### src/rtl/ifq_pkg.sv
// Shared types and constants for the instruction prefetch queue.
package ifq_pkg;

   localparam int INSTR_W = 32;
   localparam int ADDR_W  = 32;

   localparam logic [ADDR_W-1:0] DEFAULT_RESET_PC = 32'h0040_0000;

   typedef enum logic [1:0] {
      IDLE = 2'd0,
      WAIT = 2'd1,
      DROP = 2'd2
   } ifq_state_e;

   typedef struct packed {
      logic [ADDR_W-1:0]  pc;
      logic [INSTR_W-1:0] instr;
   } ifq_entry_t;

endpackage

### src/rtl/ifq_fifo.sv
// Storage for prefetched {pc, instr} pairs; head is read combinationally.
module ifq_fifo
   import ifq_pkg::*;
#(
   parameter int DEPTH = 4
) (
   input  logic                   clk,
   input  logic                   rst,
   input  logic                   flush,
   input  logic                   enq,
   input  ifq_entry_t             enq_entry,
   input  logic                   deq,
   output logic                   head_valid,
   output ifq_entry_t             head_entry,
   output logic [$clog2(DEPTH):0] count
);

   localparam int PW = $clog2(DEPTH);
   localparam int CW = PW + 1;

   logic [PW-1:0] wr_ptr_q, wr_ptr_d;
   logic [PW-1:0] rd_ptr_q, rd_ptr_d;
   logic [CW-1:0] count_q, count_d;
   ifq_entry_t    mem_q [DEPTH];
   ifq_entry_t    mem_d [DEPTH];

   // Callers guarantee enq never hits a full queue and deq never hits an empty one.
   always_comb begin
      wr_ptr_d = wr_ptr_q;
      rd_ptr_d = rd_ptr_q;
      count_d  = count_q;
      mem_d    = mem_q;
      if (flush) begin
         wr_ptr_d = '0;
         rd_ptr_d = '0;
         count_d  = '0;
      end else begin
         if (enq) begin
            mem_d[wr_ptr_q] = enq_entry;
            wr_ptr_d        = wr_ptr_q + PW'(1);
         end
         if (deq) begin
            rd_ptr_d = rd_ptr_q + PW'(1);
         end
         count_d = count_q + CW'(enq) - CW'(deq);
      end
   end

   always_ff @(posedge clk) begin
      if (rst) begin
         wr_ptr_q <= '0;
         rd_ptr_q <= '0;
         count_q  <= '0;
      end else begin
         wr_ptr_q <= wr_ptr_d;
         rd_ptr_q <= rd_ptr_d;
         count_q  <= count_d;
      end
   end

   always_ff @(posedge clk) begin
      mem_q <= mem_d;
   end

   assign head_valid = (count_q != '0);
   assign head_entry = head_valid ? mem_q[rd_ptr_q] : '0;
   assign count      = count_q;

endmodule

### src/rtl/ifetch_queue.sv
// Instruction prefetcher: one outstanding req/ack fetch at a time feeding a small FIFO,
// with redirect flushing the queue and discarding any in-flight word.
module ifetch_queue
   import ifq_pkg::*;
#(
   parameter int                DEPTH    = 4,
   parameter logic [ADDR_W-1:0] RESET_PC = DEFAULT_RESET_PC
) (
   input  logic                   clk,
   input  logic                   rst,
   input  logic                   redirect,
   input  logic [ADDR_W-1:0]      redirect_pc,
   input  logic                   deq,
   output logic                   out_valid,
   output logic [INSTR_W-1:0]     out_instr,
   output logic [ADDR_W-1:0]      out_pc,
   output logic [$clog2(DEPTH):0] count,
   output logic                   imem_req,
   output logic [ADDR_W-1:0]      imem_addr,
   input  logic                   imem_ack,
   input  logic [INSTR_W-1:0]     imem_rdata
);

   localparam int CW = $clog2(DEPTH) + 1;

   ifq_state_e        state_q, state_d;
   logic              req_q, req_d;
   logic [ADDR_W-1:0] addr_q, addr_d;
   logic [ADDR_W-1:0] fetch_pc_q, fetch_pc_d;

   logic              enq;
   logic              deq_eff;
   logic [CW:0]       cnt_next;
   logic              has_room;
   logic [ADDR_W-1:0] target;
   logic [CW-1:0]     fifo_count;
   ifq_entry_t        head_entry;

   assign target   = redirect_pc & ~ADDR_W'(3);
   assign deq_eff  = deq & out_valid & ~redirect;
   assign enq      = imem_ack & (state_q == WAIT) & ~redirect;
   assign cnt_next = {1'b0, fifo_count} + (CW+1)'(enq) - (CW+1)'(deq_eff);
   assign has_room = (cnt_next < (CW+1)'(DEPTH));

   always_ff @(posedge clk) begin
      if (rst) begin
         state_q    <= IDLE;
         req_q      <= 1'b0;
         addr_q     <= RESET_PC;
         fetch_pc_q <= RESET_PC;
      end else begin
         state_q    <= state_d;
         req_q      <= req_d;
         addr_q     <= addr_d;
         fetch_pc_q <= fetch_pc_d;
      end
   end

   // A redirect that lands on the ack cycle re-issues at once instead of passing through DROP.
   always_comb begin
      state_d = state_q;
      unique case (state_q)
         IDLE: if (!redirect && has_room) state_d = WAIT;
         WAIT: begin
            if (imem_ack) begin
               if (!redirect && !has_room) state_d = IDLE;
            end else if (redirect) begin
               state_d = DROP;
            end
         end
         DROP: if (imem_ack) state_d = WAIT;
         default: state_d = IDLE;
      endcase
   end

   always_comb begin
      req_d      = req_q;
      addr_d     = addr_q;
      fetch_pc_d = fetch_pc_q;
      unique case (state_q)
         IDLE: begin
            if (redirect) begin
               fetch_pc_d = target;
            end else if (has_room) begin
               req_d  = 1'b1;
               addr_d = fetch_pc_q;
            end
         end
         WAIT: begin
            if (imem_ack && redirect) begin
               fetch_pc_d = target;
               addr_d     = target;
            end else if (imem_ack) begin
               fetch_pc_d = addr_q + ADDR_W'(4);
               if (has_room) addr_d = addr_q + ADDR_W'(4);
               else          req_d  = 1'b0;
            end else if (redirect) begin
               fetch_pc_d = target;
            end
         end
         DROP: begin
            if (redirect) fetch_pc_d = target;
            if (imem_ack) addr_d = redirect ? target : fetch_pc_q;
         end
         default: req_d = 1'b0;
      endcase
   end

   ifq_fifo #(.DEPTH(DEPTH)) u_fifo (
      .clk        (clk),
      .rst        (rst),
      .flush      (redirect),
      .enq        (enq),
      .enq_entry  ('{pc: addr_q, instr: imem_rdata}),
      .deq        (deq_eff),
      .head_valid (out_valid),
      .head_entry (head_entry),
      .count      (fifo_count)
   );

   assign out_instr = head_entry.instr;
   assign out_pc    = head_entry.pc;
   assign count     = fifo_count;
   assign imem_req  = req_q;
   assign imem_addr = addr_q;

endmodule
### config.mk
export PLATFORM = sky130hd
export DESIGN_NAME = ifetch_queue
export DESIGN_NICKNAME = d
export VERILOG_FILES = /design/src/rtl/ifq_pkg.sv /design/src/rtl/ifq_fifo.sv /design/src/rtl/ifetch_queue.sv
export SDC_FILE = /design/constraint.sdc
export NUM_CORES = 1
export LEC_CHECK = 0
export BUFFER_PORTS_ARGS = -buffer_cell sky130_fd_sc_hd__buf_2
export CORE_UTILIZATION = 45
export CTS_CLUSTER_DIAMETER = 40
export DETAILED_ROUTE_END_ITERATION = 8
export GPL_TIMING_DRIVEN = 0
export MAX_ROUTING_LAYER = met4
export PLACE_DENSITY = 0.67
export SYNTH_ARGS = -nofsm -noshare
export SYNTH_HDL_FRONTEND = slang
export SYNTH_SLANG_ARGS = --single-unit
### constraint.sdc
create_clock -name clk -period 6.8 [get_ports clk]
set_clock_uncertainty 0.2 [all_clocks]
set_input_delay 0.34 -clock clk [delete_from_list [all_inputs] [get_ports clk]]
set_output_delay 0.34 -clock clk [all_outputs]
set_load 0.02 [all_outputs]
## Yosys cells after proc, flatten, opt, wreduce, memory -nomap -nowiden

Index checks and enable logic that the tools add are counted.

| storage, ports and cells | value |
|---|---|
| register bits after elaboration | 330 |
| output and inout bits | 101 |

| cells by class | value |
|---|---|
| $add $sub $neg | 7 |
| bitwise gates (word level) | 8 |
| equal/unequal tests | 13 |
| magnitude comparators | 4 |
| reduce and logical (&&, ||, !) cells | 16 |
| muxes and demuxes | 30 |

Operator list:

| operator | count |
|---|---|
| $mux W32 | 9 |
| $bwmux W256 | 1 |
| $mux W64 | 4 |
| $bmux W64 S2 | 1 |
| $demux W64 S2 | 1 |
| $pmux W32 S3 | 1 |
| $pmux W32 S2 | 1 |
| $add A32 B3 Y32 const B | 1 |
| $ne A2 B2 Y1 const B | 7 |
| $reduce_and A6 Y1 | 2 |
| $mux W2 | 5 |
| $ne A3 B2 Y1 const B | 3 |
| $ge A3 B3 Y1 const B | 2 |
| $not A2 Y3 | 2 |
| $pmux W2 S3 | 1 |
| $reduce_bool A3 Y1 | 2 |
| $mux W1 | 5 |
| $add A2 B1 Y2 const B | 2 |
| $add A3 B1 Y4 | 1 |
| $and A1 B1 Y1 | 4 |
| $logic_and A1 B1 Y1 | 4 |
| $lt A4 B3 Y1 const B | 1 |
| $reduce_and A4 Y1 | 1 |
| $reduce_or A2 Y1 | 2 |
| other kinds (13) | 15 |

## Longest topological paths before layout

| depth | value |
|---|---|
| word-level depth | 11 |
| mapped depth | 15 |

## Cells and area by module

Synthesis repeated with hierarchy kept, for this count alone.

| second synthesis, totals | value |
|---|---|
| cells, all modules | 1070 |
| area, all modules | 14848.0 um2 |

By module, submodules not included:

| module | area each (um2) | times used | cells an instance |
|---|---|---|---|
| ifq_fifo | 10110.9 | 1 | 449 |
| ifetch_queue | 4737.0 | 1 | 621 |

## Least setup slack after synthesis

OpenSTA, ideal clock, no wires.

| timing | value |
|---|---|
| path kind | in2reg |
| from | in redirect |
| to | reg addr_q[27] (netlist: imem_addr[27]) |
| stages on the path | 14 |
| buffers on the path | 4 |
| arrival | 3366 ps |
| library setup time | 136 ps |
| setup slack | 3098 ps |
| cells stage by stage | buf_1 > buf_1 > clkbuf_1 > nor2_1 > ha_1 > inv_1 > fa_1 > or3b_1 > a311oi_2 > o31ai_2 > buf_2 > a221o_1 > o21ai_0 > o32ai_1 |

| between the ends | value |
|---|---|
| longest elaborated chain between the ends | 7 |

RTL lines:

| element | RTL line | text |
|---|---|---|
| start, declared | ifetch_queue.sv:11 | `input logic redirect,` |
| $not A1 Y1 (no source line) * | n/a |  |
| $and A1 B1 Y1 * | ifetch_queue.sv:41 | `assign enq = imem_ack & (state_q == WAIT) & ~redirect;` |
| net enq | ifetch_queue.sv:31 | `logic enq;` |
| $add A3 B1 Y4 * | ifetch_queue.sv:42 | `assign cnt_next = {1'b0, fifo_count} + (CW+1)'(enq) - (CW+1)'(deq_eff);` |
| $sub A4 B1 Y4 * | ifetch_queue.sv:42 |  |
| $lt A4 B3 Y1 * | ifetch_queue.sv:43 | `assign has_room = (cnt_next < (CW+1)'(DEPTH));` |
| $ne A3 B2 Y1 (no source line) / $ne A2 B2 Y1 (equally long branches) | n/a |  |
| $reduce_and A6 Y1 (no source line) * | n/a |  |
| end signal, assigned | ifetch_queue.sv:54 | `addr_q <= addr_d;` |
| end, declared | ifetch_queue.sv:28 | `logic [ADDR_W-1:0] addr_q, addr_d;` |

Mark *: on every way through the listed nets, which the timed path passes. The rest lies on a longest branch. The select of a mux whose other input is x is not followed.
A chain may end at the register's enable or synchronous reset.

## Worst setup path after layout

| timing | value |
|---|---|
| from | in redirect |
| to | reg addr_q[3] (netlist: imem_addr[3]) |

Same word-level chain as after synthesis.

==> reports/metrics.cfg <==
[drt]
drtAntennaViolNets = 0
detail_route.wl_per_cell_um = 22.4
routed_wl_um = 38600
dr_total_vias = 10100
drt_iter0_markers = 1131
vias_per_cell = 5.88
route.detailed.drc = 0
drt_first_pass_iters = 5

[worst_setup_path]
startpoint_type = primary input
setup.worst_path.class = in2reg
cp-end-kind = register
cp_max_fo = 10
critPathArrivalTime_ns = 5.04
critPathRequiredTime_ns = 6.99

[logic_synthesis]
synth_edf_count = 256
yosys.cell_count.top_type = edfxtp_1
syn_area_per_cell_um2 = 14.1
syn_area_um2 = 14400
synthCells = 1024
synthArstFlopShare = 0
synth_top_area_frac = 0.532
synthTopCellsByArea = edfxtp_1 (53%), dfxtp_1 (10%), mux4_2 (10%)
ys_top_cells_by_count = edfxtp_1 (256), nor2_1 (77), dfxtp_1 (74)
synth_top_cell_by_area = edfxtp_1
ys.flop_type = edfxtp_1
ys_types = 70
synth_seq_cells = 330
syn_nets = 1108
yosys_warnings = 0
seq_area_frac_synth = 0.635

[clocking]
cts-htree-levels = 2
cts_buffer_depth = 3
cts-root-buf = clkbuf_16
cts_buffers = 44
cts_resized = 0
clkLatencyLatePin_ns = 0.54
clock-sinks = 330
cts_tree = yes
clkTransAtPathRegs_ns = 0.06
ctsHoldBuffers = 47
post_cts_buffers = 0

[timing]
tightest_slew_ns = 1.15
slew_headroom = 0.228
fin_crit_sh = 0.713
hold_viol = 0
period_needed_ns = 4.85
rsz0062_at_grt = false
fmax_mhz = 206
finalSetupViolCount = 0
slew_violations = 0
fin_tns_setup_ns = 0

[floorplan]
pin_count = 170
dieArea_um2 = 32800
die_h_um = 181
row_count = 65
coreArea_um2 = 31600
initial_utilization = 0.458
die_x_um = 181

[global_route]
track_usage = 0.243
antenna_found_initial = 0
grt_pass1_vias = 10200
grt_pass1_wl_um = 59100
grt_max_degree = 57
grt_overflow_total = 0

[pwr]
intPower_mw = 4.24
p_clk_frac = 0.392
p_sw_frac = 0.308
power_density_nw_per_um2 = 342
power_frac_seq = 0.418
pwr-share-comb = 0.190
power.leakage_nw = 6.46
p_switching_mw = 1.89
vdd_drop_max_v = 0.000223

[finish]
fin_util = 0.568
antenna_cells = 0
nNetsFinal = 1370
drive_above_1_share = 0.270
area_growth_syn_to_layout_pct = 24.1

[placed_design]
numPortBuffers = 165
place_hpwl_um = 24900
gp_congestion = 0.949

[min_path]
hold_class = in2reg

[run]
maxCapViolCount = 0

[outcome]
status = finished clean

## sequential cells by signal, indices dropped and copies added (netlist names)
name and count:
u_fifo.mem_q 256, fetch_pc_q 32, imem_addr 32, u_fifo.count 3, state_q 2, u_fifo.rd_ptr_q 2
u_fifo.wr_ptr_q 2, imem_req 1
## stage by stage
stage / instance area, µm² / setup WS, ns / power (mW) / hold WS (ns) / instances
after floorplan: 14400 / 3.10 / 3.25 / 0.239 / 1024
after global placement: 15800 / 1.34 / 3.70 / 0.279 / 1591
after global routing: 17900 / 1.76 / 6.35 / 0.0448 / 1723
final: 17900 / 1.95 / 6.13 / 0.0186 / 1723
after CTS: 17900 / 2.11 / 6.13 / 0.00147 / 1723
after detailed placement: 15900 / 1.56 / 3.72 / 0.289 / 1595
## worst max-delay path, cell delays in order
cell and delay, ns:
buf_2 0.12, buf_1 0.53, buf_1 0.72, clkbuf_1 0.56, nor2_1 0.27, ha_1 0.30
inv_1 0.07, fa_1 0.23, or3b_1 0.41, a311oi_2 0.35, o31ai_2 0.22, clkbuf_1 0.39
a221oi_1 0.45, nor3_1 0.07
## power groups by stage
stage | logic (mW) | clock network, mW | registers (mW)
floorplan | 0.642 | 0 | 2.61
global placement | 1.10 | 0 | 2.60
detailed placement | 1.11 | 0 | 2.61
CTS | 1.14 | 2.43 | 2.56
global route | 1.24 | 2.52 | 2.59
finish | 1.17 | 2.40 | 2.57
## worst paths after layout
kind              startpoint  cells past startpoint  slack [ns]             end
max                 redirect                     14        1.95    imem_addr[3]
min reg2reg   fetch_pc_q[14]                      2        0.31  fetch_pc_q[14]
max reg2reg       state_q[1]                     13        2.41   imem_addr[11]
min          redirect_pc[27]                      4        0.02  fetch_pc_q[27]
## placed cells by master, fill, tap and decap left out, types with 23 or more instances in the layout
cell             n
a21oi_1         41
and2_1          67
buf_2          179
clkbuf_1        43
clkbuf_16       47
dfxtp_1         74
dlygate4sd3_1   47
edfxtp_1       256
inv_1           23
mux4_2          64
nand2_1         50
nor2_1          77
o21ai_0         48
## per-layer routing
metal | wire [µm] | GRT usage | vias to the layer above
li1 | - | - | 4541
met1 | 16100 | 0.318 | 4961
met2 | 18000 | 0.379 | 513
met3 | 3170 | 0.0433 | 109
met4 | 1340 | 0.0929 | 0
met5 | 0 | - | -
## kinds of logic after synthesis
family	count (synthesis)	synth area share
buffers and inverters	91	0.0249
XOR/XNOR	30	0.0182
adder cells (fa/ha/maj)	15	0.0135
multiplexers	76	0.109
flip-flops	330	0.635
AND/OR/NAND/NOR	273	0.0965
AO/OA/AOI/OAI	209	0.104
## final cells by class
| cell class | instances | area, µm² |
|---|---|---|
| clock inverter | 31 | 367 |
| timing repair buffer | 216 | 1400 |
| multi-input combinational | 603 | 4930 |
| buffer | 66 | 267 |
| fill | 2536 | 13600 |
| inverter | 25 | 93.8 |
| tap | 402 | 503 |
| sequential | 330 | 9170 |
| clock buffer | 50 | 1200 |
Note: power is estimated with default switching activity, not from simulation.
